$ cat src/rtl/pipe_pkg.sv
// Shared encodings for the pipeline hazard controller: forward selects,
// sequencing FSM states and the PC register index.
package pipe_pkg;

    localparam logic [1:0] FWD_RF  = 2'b00;
    localparam logic [1:0] FWD_EX  = 2'b01;
    localparam logic [1:0] FWD_MEM = 2'b10;
    localparam logic [1:0] FWD_WB  = 2'b11;

    typedef enum logic [1:0] {
        ST_RUN     = 2'd0,
        ST_LDSTALL = 2'd1,
        ST_FLUSH   = 2'd2
    } state_t;

    localparam logic [3:0] REG_PC = 4'hF;

endpackage

$ cat src/rtl/pipeline_hazard_ctrl_fwd_sel.sv
// Forward-select comparator chain for one ID source operand.
// The youngest producer wins; R15 is never forwarded.
module fwd_sel
    import pipe_pkg::*;
#(
    parameter int REG_W = 4
) (
    input  logic [REG_W-1:0] rs_i,
    input  logic             uses_i,
    input  logic [REG_W-1:0] ex_rd_i,
    input  logic             ex_en_i,
    input  logic [REG_W-1:0] mem_rd_i,
    input  logic             mem_en_i,
    input  logic [REG_W-1:0] wb_rd_i,
    input  logic             wb_en_i,
    output logic [1:0]       sel_o,
    output logic             ex_hit_o
);

    logic live;

    assign live     = uses_i && (rs_i != REG_W'(REG_PC));
    assign ex_hit_o = live && ex_en_i && (ex_rd_i == rs_i);

    always_comb begin
        sel_o = FWD_RF;
        if (live) begin
            if (ex_en_i && (ex_rd_i == rs_i)) begin
                sel_o = FWD_EX;
            end else if (mem_en_i && (mem_rd_i == rs_i)) begin
                sel_o = FWD_MEM;
            end else if (wb_en_i && (wb_rd_i == rs_i)) begin
                sel_o = FWD_WB;
            end
        end
    end

endmodule

$ cat src/rtl/pipeline_hazard_ctrl.sv
// 5-stage pipeline sequencing: operand forwarding, load-use stall and
// taken-branch flush FSM, plus saturating bring-up event counters.
module pipeline_hazard_ctrl
    import pipe_pkg::*;
#(
    parameter int REG_W = 4,
    parameter int CNT_W = 16
) (
    input  logic             clk,
    input  logic             R,
    input  logic [REG_W-1:0] ID_Rn,
    input  logic [REG_W-1:0] ID_Rm,
    input  logic [REG_W-1:0] ID_Rd,
    input  logic             ID_uses_Rn,
    input  logic             ID_uses_Rm,
    input  logic             ID_uses_Rd,
    input  logic [REG_W-1:0] EX_Rd,
    input  logic             EX_RF_enable,
    input  logic             EX_load_instr,
    input  logic [REG_W-1:0] MEM_Rd,
    input  logic             MEM_RF_enable,
    input  logic [REG_W-1:0] WB_Rd,
    input  logic             WB_RF_enable,
    input  logic             EX_branch_taken,
    output logic             PC_LE,
    output logic             IF_ID_LE,
    output logic             IF_ID_flush,
    output logic             CU_S,
    output logic [1:0]       fwd_A,
    output logic [1:0]       fwd_B,
    output logic [1:0]       fwd_D,
    output logic [CNT_W-1:0] stall_count,
    output logic [CNT_W-1:0] flush_count,
    output state_t           state_o
);

    state_t           state_q, state_d;
    logic [CNT_W-1:0] stall_q, flush_q;
    logic             stall_inc, flush_inc;
    logic [1:0]       sel_a, sel_b, sel_d;
    logic             hit_a, hit_b, hit_d;
    logic             luse, luse_eff;

    fwd_sel #(.REG_W(REG_W)) u_fwd_a (
        .rs_i(ID_Rn), .uses_i(ID_uses_Rn),
        .ex_rd_i(EX_Rd), .ex_en_i(EX_RF_enable),
        .mem_rd_i(MEM_Rd), .mem_en_i(MEM_RF_enable),
        .wb_rd_i(WB_Rd), .wb_en_i(WB_RF_enable),
        .sel_o(sel_a), .ex_hit_o(hit_a)
    );

    fwd_sel #(.REG_W(REG_W)) u_fwd_b (
        .rs_i(ID_Rm), .uses_i(ID_uses_Rm),
        .ex_rd_i(EX_Rd), .ex_en_i(EX_RF_enable),
        .mem_rd_i(MEM_Rd), .mem_en_i(MEM_RF_enable),
        .wb_rd_i(WB_Rd), .wb_en_i(WB_RF_enable),
        .sel_o(sel_b), .ex_hit_o(hit_b)
    );

    fwd_sel #(.REG_W(REG_W)) u_fwd_d (
        .rs_i(ID_Rd), .uses_i(ID_uses_Rd),
        .ex_rd_i(EX_Rd), .ex_en_i(EX_RF_enable),
        .mem_rd_i(MEM_Rd), .mem_en_i(MEM_RF_enable),
        .wb_rd_i(WB_Rd), .wb_en_i(WB_RF_enable),
        .sel_o(sel_d), .ex_hit_o(hit_d)
    );

    assign luse = EX_load_instr && (hit_a || hit_b || hit_d);

    assign fwd_A = R ? FWD_RF : sel_a;
    assign fwd_B = R ? FWD_RF : sel_b;
    assign fwd_D = R ? FWD_RF : sel_d;

    always_comb begin
        PC_LE       = 1'b1;
        IF_ID_LE    = 1'b1;
        IF_ID_flush = 1'b0;
        CU_S        = 1'b0;
        state_d     = ST_RUN;
        stall_inc   = 1'b0;
        flush_inc   = 1'b0;

        // EX holds a bubble in LDSTALL; the load has moved on to MEM.
        case (state_q)
            ST_LDSTALL: luse_eff = 1'b0;
            default:    luse_eff = luse;
        endcase

        if (EX_branch_taken) begin
            IF_ID_flush = 1'b1;
            CU_S        = 1'b1;
            state_d     = ST_FLUSH;
            flush_inc   = 1'b1;
        end else if (luse_eff) begin
            PC_LE     = 1'b0;
            IF_ID_LE  = 1'b0;
            CU_S      = 1'b1;
            state_d   = ST_LDSTALL;
            stall_inc = 1'b1;
        end

        if (R) begin
            PC_LE       = 1'b1;
            IF_ID_LE    = 1'b1;
            IF_ID_flush = 1'b0;
            CU_S        = 1'b0;
            state_d     = ST_RUN;
            stall_inc   = 1'b0;
            flush_inc   = 1'b0;
        end
    end

    always_ff @(posedge clk) begin
        if (R) begin
            state_q <= ST_RUN;
            stall_q <= '0;
            flush_q <= '0;
        end else begin
            state_q <= state_d;
            if (stall_inc && (stall_q != '1)) begin
                stall_q <= stall_q + CNT_W'(1);
            end
            if (flush_inc && (flush_q != '1)) begin
                flush_q <= flush_q + CNT_W'(1);
            end
        end
    end

    assign stall_count = stall_q;
    assign flush_count = flush_q;
    assign state_o     = state_q;

endmodule

$ cat config.mk
export PLATFORM = sky130hd
export DESIGN_NAME = pipeline_hazard_ctrl
export DESIGN_NICKNAME = d
export VERILOG_FILES = /design/src/rtl/pipe_pkg.sv /design/src/rtl/pipeline_hazard_ctrl_fwd_sel.sv /design/src/rtl/pipeline_hazard_ctrl.sv
export SDC_FILE = /design/constraint.sdc
export NUM_CORES = 1
export LEC_CHECK = 0
export BUFFER_PORTS_ARGS = -buffer_cell sky130_fd_sc_hd__buf_2
export CORE_MARGIN = 1.5
export CORE_UTILIZATION = 52
export CTS_BUF_LIST = sky130_fd_sc_hd__clkbuf_4 sky130_fd_sc_hd__clkbuf_8 sky130_fd_sc_hd__clkbuf_16
export DETAILED_ROUTE_END_ITERATION = 8
export MAX_ROUTING_LAYER = met4
export PLACE_DENSITY = 0.81
export SETUP_SLACK_MARGIN = 0.5
export SLEW_MARGIN = 25
export SYNTH_ARGS = -nofsm -noshare
export SYNTH_HDL_FRONTEND = slang
export SYNTH_HIERARCHICAL = 1
export SYNTH_SLANG_ARGS = --single-unit
$ cat constraint.sdc
create_clock -name clk -period 2.65 [get_ports clk]
set_clock_uncertainty 0.05 [all_clocks]
set_input_delay 0.53 -clock clk [delete_from_list [all_inputs] [get_ports clk]]
set_output_delay 0.53 -clock clk [all_outputs]
set_load 0.05 [all_outputs]
# --- Yosys cells after proc, flatten, opt, wreduce, memory -nomap -nowiden ---
# Cells that the tools add are included.
totals:
  register_bits: 34
  input_bits: 34
op_classes:
  addsub: 2
  eq_ne: 15
  n_mux: 28
  n_reduce_logical: 24
op_table:
  columns: ["operator", "count"]
  rows:
  - ["$eq 4x4->1", 9]
  - ["$add 16x1->16 const B", 2]
  - ["$mux 2", 16]
  - ["$ne 16x16->1 const B", 2]
  - ["$logic_and 1x1->1", 21]
  - ["$mux 1", 12]
  - ["$ne 4x4->1 const B", 3]
  - ["$eq 2x1->1 const B", 1]
  - ["$logic_or 1x1->1", 2]
  - ["$reduce_or 2->1", 1]

# --- Logic depth before layout (Yosys ltp) ---
depth:
  word_depth: 12
  mapped_depth: 10
  ltp_nobuf: 9

# --- Hierarchy ---
# The synthesis kept the hierarchy.
by_module_without_submodules:
  columns: ["mod", "instances", "cells_each", "area_each_um2"]
  rows:
  - ["pipeline_hazard_ctrl", 1, 209, 1929.4]
  - ["fwd_sel", 3, 27, 196.4]

# --- Worst setup path before layout ---
# Ideal clock, no wire load.
synth_path:
  path_kind: "input -> output"
  start: "input EX_Rd[0]"
  end: "output CU_S"
  t_arrival_ns: 2.093
  t_required_ns: 2.070
  setup_slack_ns: -0.023
  cell_stages: 8
  path_buffers: 1
  cell_sequence: "xor2_1 -> nor2_1 -> nand4_1 -> nor2_1 -> nor3_1 -> or3_1 -> clkbuf_1 -> o21ai_0"
synth_between:
  elab_chain_len: 9
  word_cells_on_any_way: 13
synth_lines:
  columns: ["item", "line", "source"]
  rows:
  - ["start: declaration", "pipeline_hazard_ctrl.sv:17", "input logic [REG_W-1:0] EX_Rd,"]
  - ["$eq 4x4->1", "pipeline_hazard_ctrl_fwd_sel.sv:23", "assign ex_hit_o = live && ex_en_i && (ex_rd_i == rs_i);"]
  - ["$logic_and 1x1->1", "pipeline_hazard_ctrl_fwd_sel.sv:23", null]
  - ["named net hit_b", "pipeline_hazard_ctrl.sv:41", "logic hit_a, hit_b, hit_d;"]
  - ["$logic_or 1x1->1 (2 in a row)", "pipeline_hazard_ctrl.sv:68", "assign luse = EX_load_instr && (hit_a || hit_b || hit_d);"]
  - ["$logic_and 1x1->1", "pipeline_hazard_ctrl.sv:68", null]
  - ["$mux 1", "pipeline_hazard_ctrl.sv:84", "case (state_q)"]
  - ["$mux 1", "pipeline_hazard_ctrl.sv:94", "end else if (luse_eff) begin"]
  - ["$mux 1", "pipeline_hazard_ctrl.sv:89", "if (EX_branch_taken) begin"]
  - ["$mux 1", "pipeline_hazard_ctrl.sv:102", "if (R) begin"]
  - ["end: declaration", "pipeline_hazard_ctrl.sv:28", "output logic CU_S,"]
# The timed path passes the listed nets, and every way through them passes these cells.

# --- Final worst setup path ---
layout_path:
  start: "input EX_Rd[3]"
  end: "output CU_S"
# Same word-level chain as after synthesis.

==> reports/results.txt <==
Slew @ Worst Pin - 0.464 ns
Int Pwr - 855 uW
Leak - 1.59 nW
min setup slack post-route - 0.130 ns
CP Max Fanout - 3
top-count cell post-synth - dfxtp_1
top cell type's share of synthesized area - 27.0%
ant diodes - 0
number of remaining DRC errors - 0
Cells after Synth - 290
max_slew headroom - 69.0%
Rows - 25
Flop pwr share - 43.1%
total wire length - 8050 um
TritonCTS clock tree - done
largest net degree at the start of global routing - 26
clk slew on worst S/H paths - 0.06 ns
Area Overhead vs Synth - 49.4%
Setup WS pre-CTS - 0.0268 ns
IO Pins - 78
vias - 2,847
Worst Path Required - 2.07 ns
Starting Density - 53.7%
top cell family by delay on the critical path - simple AND/OR/NAND/NOR gates
Final Hold Viols - 0
CP cell instances - buf_8, xor2_1, nor2_1, nand4_1, nor2_1, nor3_2, or3_4, o21ai_2, buf_6
Final setup viols - 0
min-delay worst type - reg -> reg
CTS Hold Buffers Added - 0
Vias/cell - 6.27
vias in the first global route - 2,663
Layout fillers - 272
Synth Area per Inst - 8.69 um^2
Final Max Tran Viols - 0
setup TNS - 0 ns
fin area - 0.00376 mm^2
Synth Register Bits - 34
Netlist Area Pre-Place - 0.00252 mm^2
Slowest-stage cell, CP - or3_4
Synth area leader - dfxtp_1
Detailed Routing Iterations Pass 1 - 4
crit path kind - in -> out
Post-synth EDFFs - 0
Yosys cell types - 57
drt first-iter violations - 145
Clock Sink Count - 34
first-pass GRT wire length - 11,800 um
overall routing resource usage - 28.8%
die area - 0.00527 mm^2
worst vdd ir - 0.376 mV
RSZ-0062 raised after global routing - true
yosys synthesis warning count - 6
Num CTS Buffers - 5
Mapped Nets - 326
WL per Instance - 17.7 um
Core Area - 0.00469 mm^2
Buf/Inv on CP - 2
sw frac - 28.9%
f_max - 0.397 GHz
Comb power frac - 22.6%
DP HPWL - 5000 um
type of origin of the critical path - primary input
Area contributors post-synth - dfxtp_1 (27%), xor2_1 (5.9%), xnor2_1 (4.2%)
clock power share - 34.2%
CTS Root Cell - clkbuf_8
Seq/Total Area, Yosys - 27.0%
Placed Instance Area - 0.00305 mm^2
Clk Latency, worst-skew pair - 0.29 ns
chip height - 72.6 um
Period Utilization, post-route - 95.1%
worst hold margin - 0.448 ns
clk buf depth - 2
# nets final - 435
Die Wd - 72.6 um
Net Switching - 347 uW
initial antenna violation count - 0
CTS HTree Levels - 2
Critical Path AT - 1.94 ns
gr ovfl total - 0
Routed Antenna Nets - 0
Worst setup EP type - output pin
Final Critical Period - 2.52 ns
power density cells - 320 mW/mm^2
Final GP Congestion - 1.01
most frequent cells after synthesis - dfxtp_1 (34), nand2_1 (18), xor2_1 (17)
Worst path most repeated cell - nor2_1
max-cap viol count - 0
Slowest Stage Delay on Critical Path - 0.35 ns
layout cell share with drive strength beyond 1 - 45.8%
PortBufs - 77
status - completed
Main synth FF type - dfxtp_1
FFs w/ async S/R, synth - 0%
[sequential cells by signal, indices dropped and copies added (netlist names)]
register,cells
state_o,2
flush_count,16
stall_count,16
[layout by cell type (no fill, tap or decap), types with 9 or more instances in the layout]
master,count
nor2_1,15
a21oi_1,9
buf_8,12
nand4_1,14
xor2_1,17
buf_6,22
dfxtp_1,30
xnor2_1,9
nand2_1,17
nand3_1,12
nor4_4,11
buf_4,22
buf_2,54
[what timing repair did]
action / CTS / global route
gates resized for setup: 76 / 33
setup buffers: 11 / 12
endpoints found under the setup margin: 19 / 27
endpoints found under the hold margin: 0 / 0
cloned: 0 / 0
pin swaps: 28 / 23
[worst register-to-register path, delay by kind of cell, from the launching register on]
kind | cells | cell delay, ns
flip-flops | 1 | 0.47
buffers and inverters | 1 | 0.26
multiplexers | 1 | 0.29
AND/OR/NAND/NOR | 3 | 0.89
[kinds of logic (layout without fill, tap and decap cells)]
group / after synthesis / in the layout / synth area share [%]
AO/OA/AOI/OAI: 62 / 62 / 18.8
XOR/XNOR: 29 / 29 / 10.1
adder cells (fa/ha/maj): 2 / 2 / 0.993
buffers and inverters: 25 / 135 / 5.41
flip-flops: 34 / 34 / 27.0
multiplexers: 8 / 8 / 3.48
AND/OR/NAND/NOR: 130 / 130 / 34.2
[layout make-up]
type | instances | area, um^2 | area share (%)
Multi-Input combinational cell | 231 | 1970 | 52.4
Timing Repair Buffer | 111 | 883 | 23.5
Sequential cell | 34 | 686 | 18.2
Clock buffer | 7 | 90.1 | 2.39
Tap cell | 54 | 67.6 | 1.80
Inverter | 16 | 60.1 | 1.60
Clock inverter | 1 | 5.00 | 0.133
[path summary, 6_finish.rpt]
check	to	cells past startpoint	startpoint	slack [ns]
setup / recovery	CU_S	9	EX_Rd[3]	0.13
hold / removal	flush_count[1]$_SDFFE_PP0P_	2	flush_count[1]$_SDFFE_PP0P_	0.45
setup reg to reg	stall_count[8]$_SDFFE_PP0P_	5	stall_count[5]$_SDFFE_PP0P_	0.58
hold reg to reg	flush_count[1]$_SDFFE_PP0P_	2	flush_count[1]$_SDFFE_PP0P_	0.45
[power by group through the flow]
| stage | clock network [mW] | logic, mW | registers, mW |
|---|---|---|---|
| after global placement | 0 | 0.200 | 0.530 |
| after global routing | 0.436 | 0.286 | 0.519 |
| after CTS | 0.413 | 0.239 | 0.519 |
| final | 0.412 | 0.272 | 0.519 |
| after detailed placement | 0 | 0.205 | 0.531 |
| after floorplan | 0 | 0.114 | 0.544 |
[stage by stage]
step	util (%)	total power, mW	std cells
after floorplan	-	0.658	290
after global placement	65.0	0.730	423
after detailed placement	65.0	0.735	423
after CTS	75.0	1.17	442
after global routing	80.2	1.24	454
final	80.2	1.20	454
[per-layer routing]
metal  share of wire [%]  track usage (%)
met1                  42             32.8
met2                  52             51.4
met3                 4.8             4.01
met4                 1.5             10.5
met5                   0                -
Note: power is estimated with default switching activity, not from simulation.
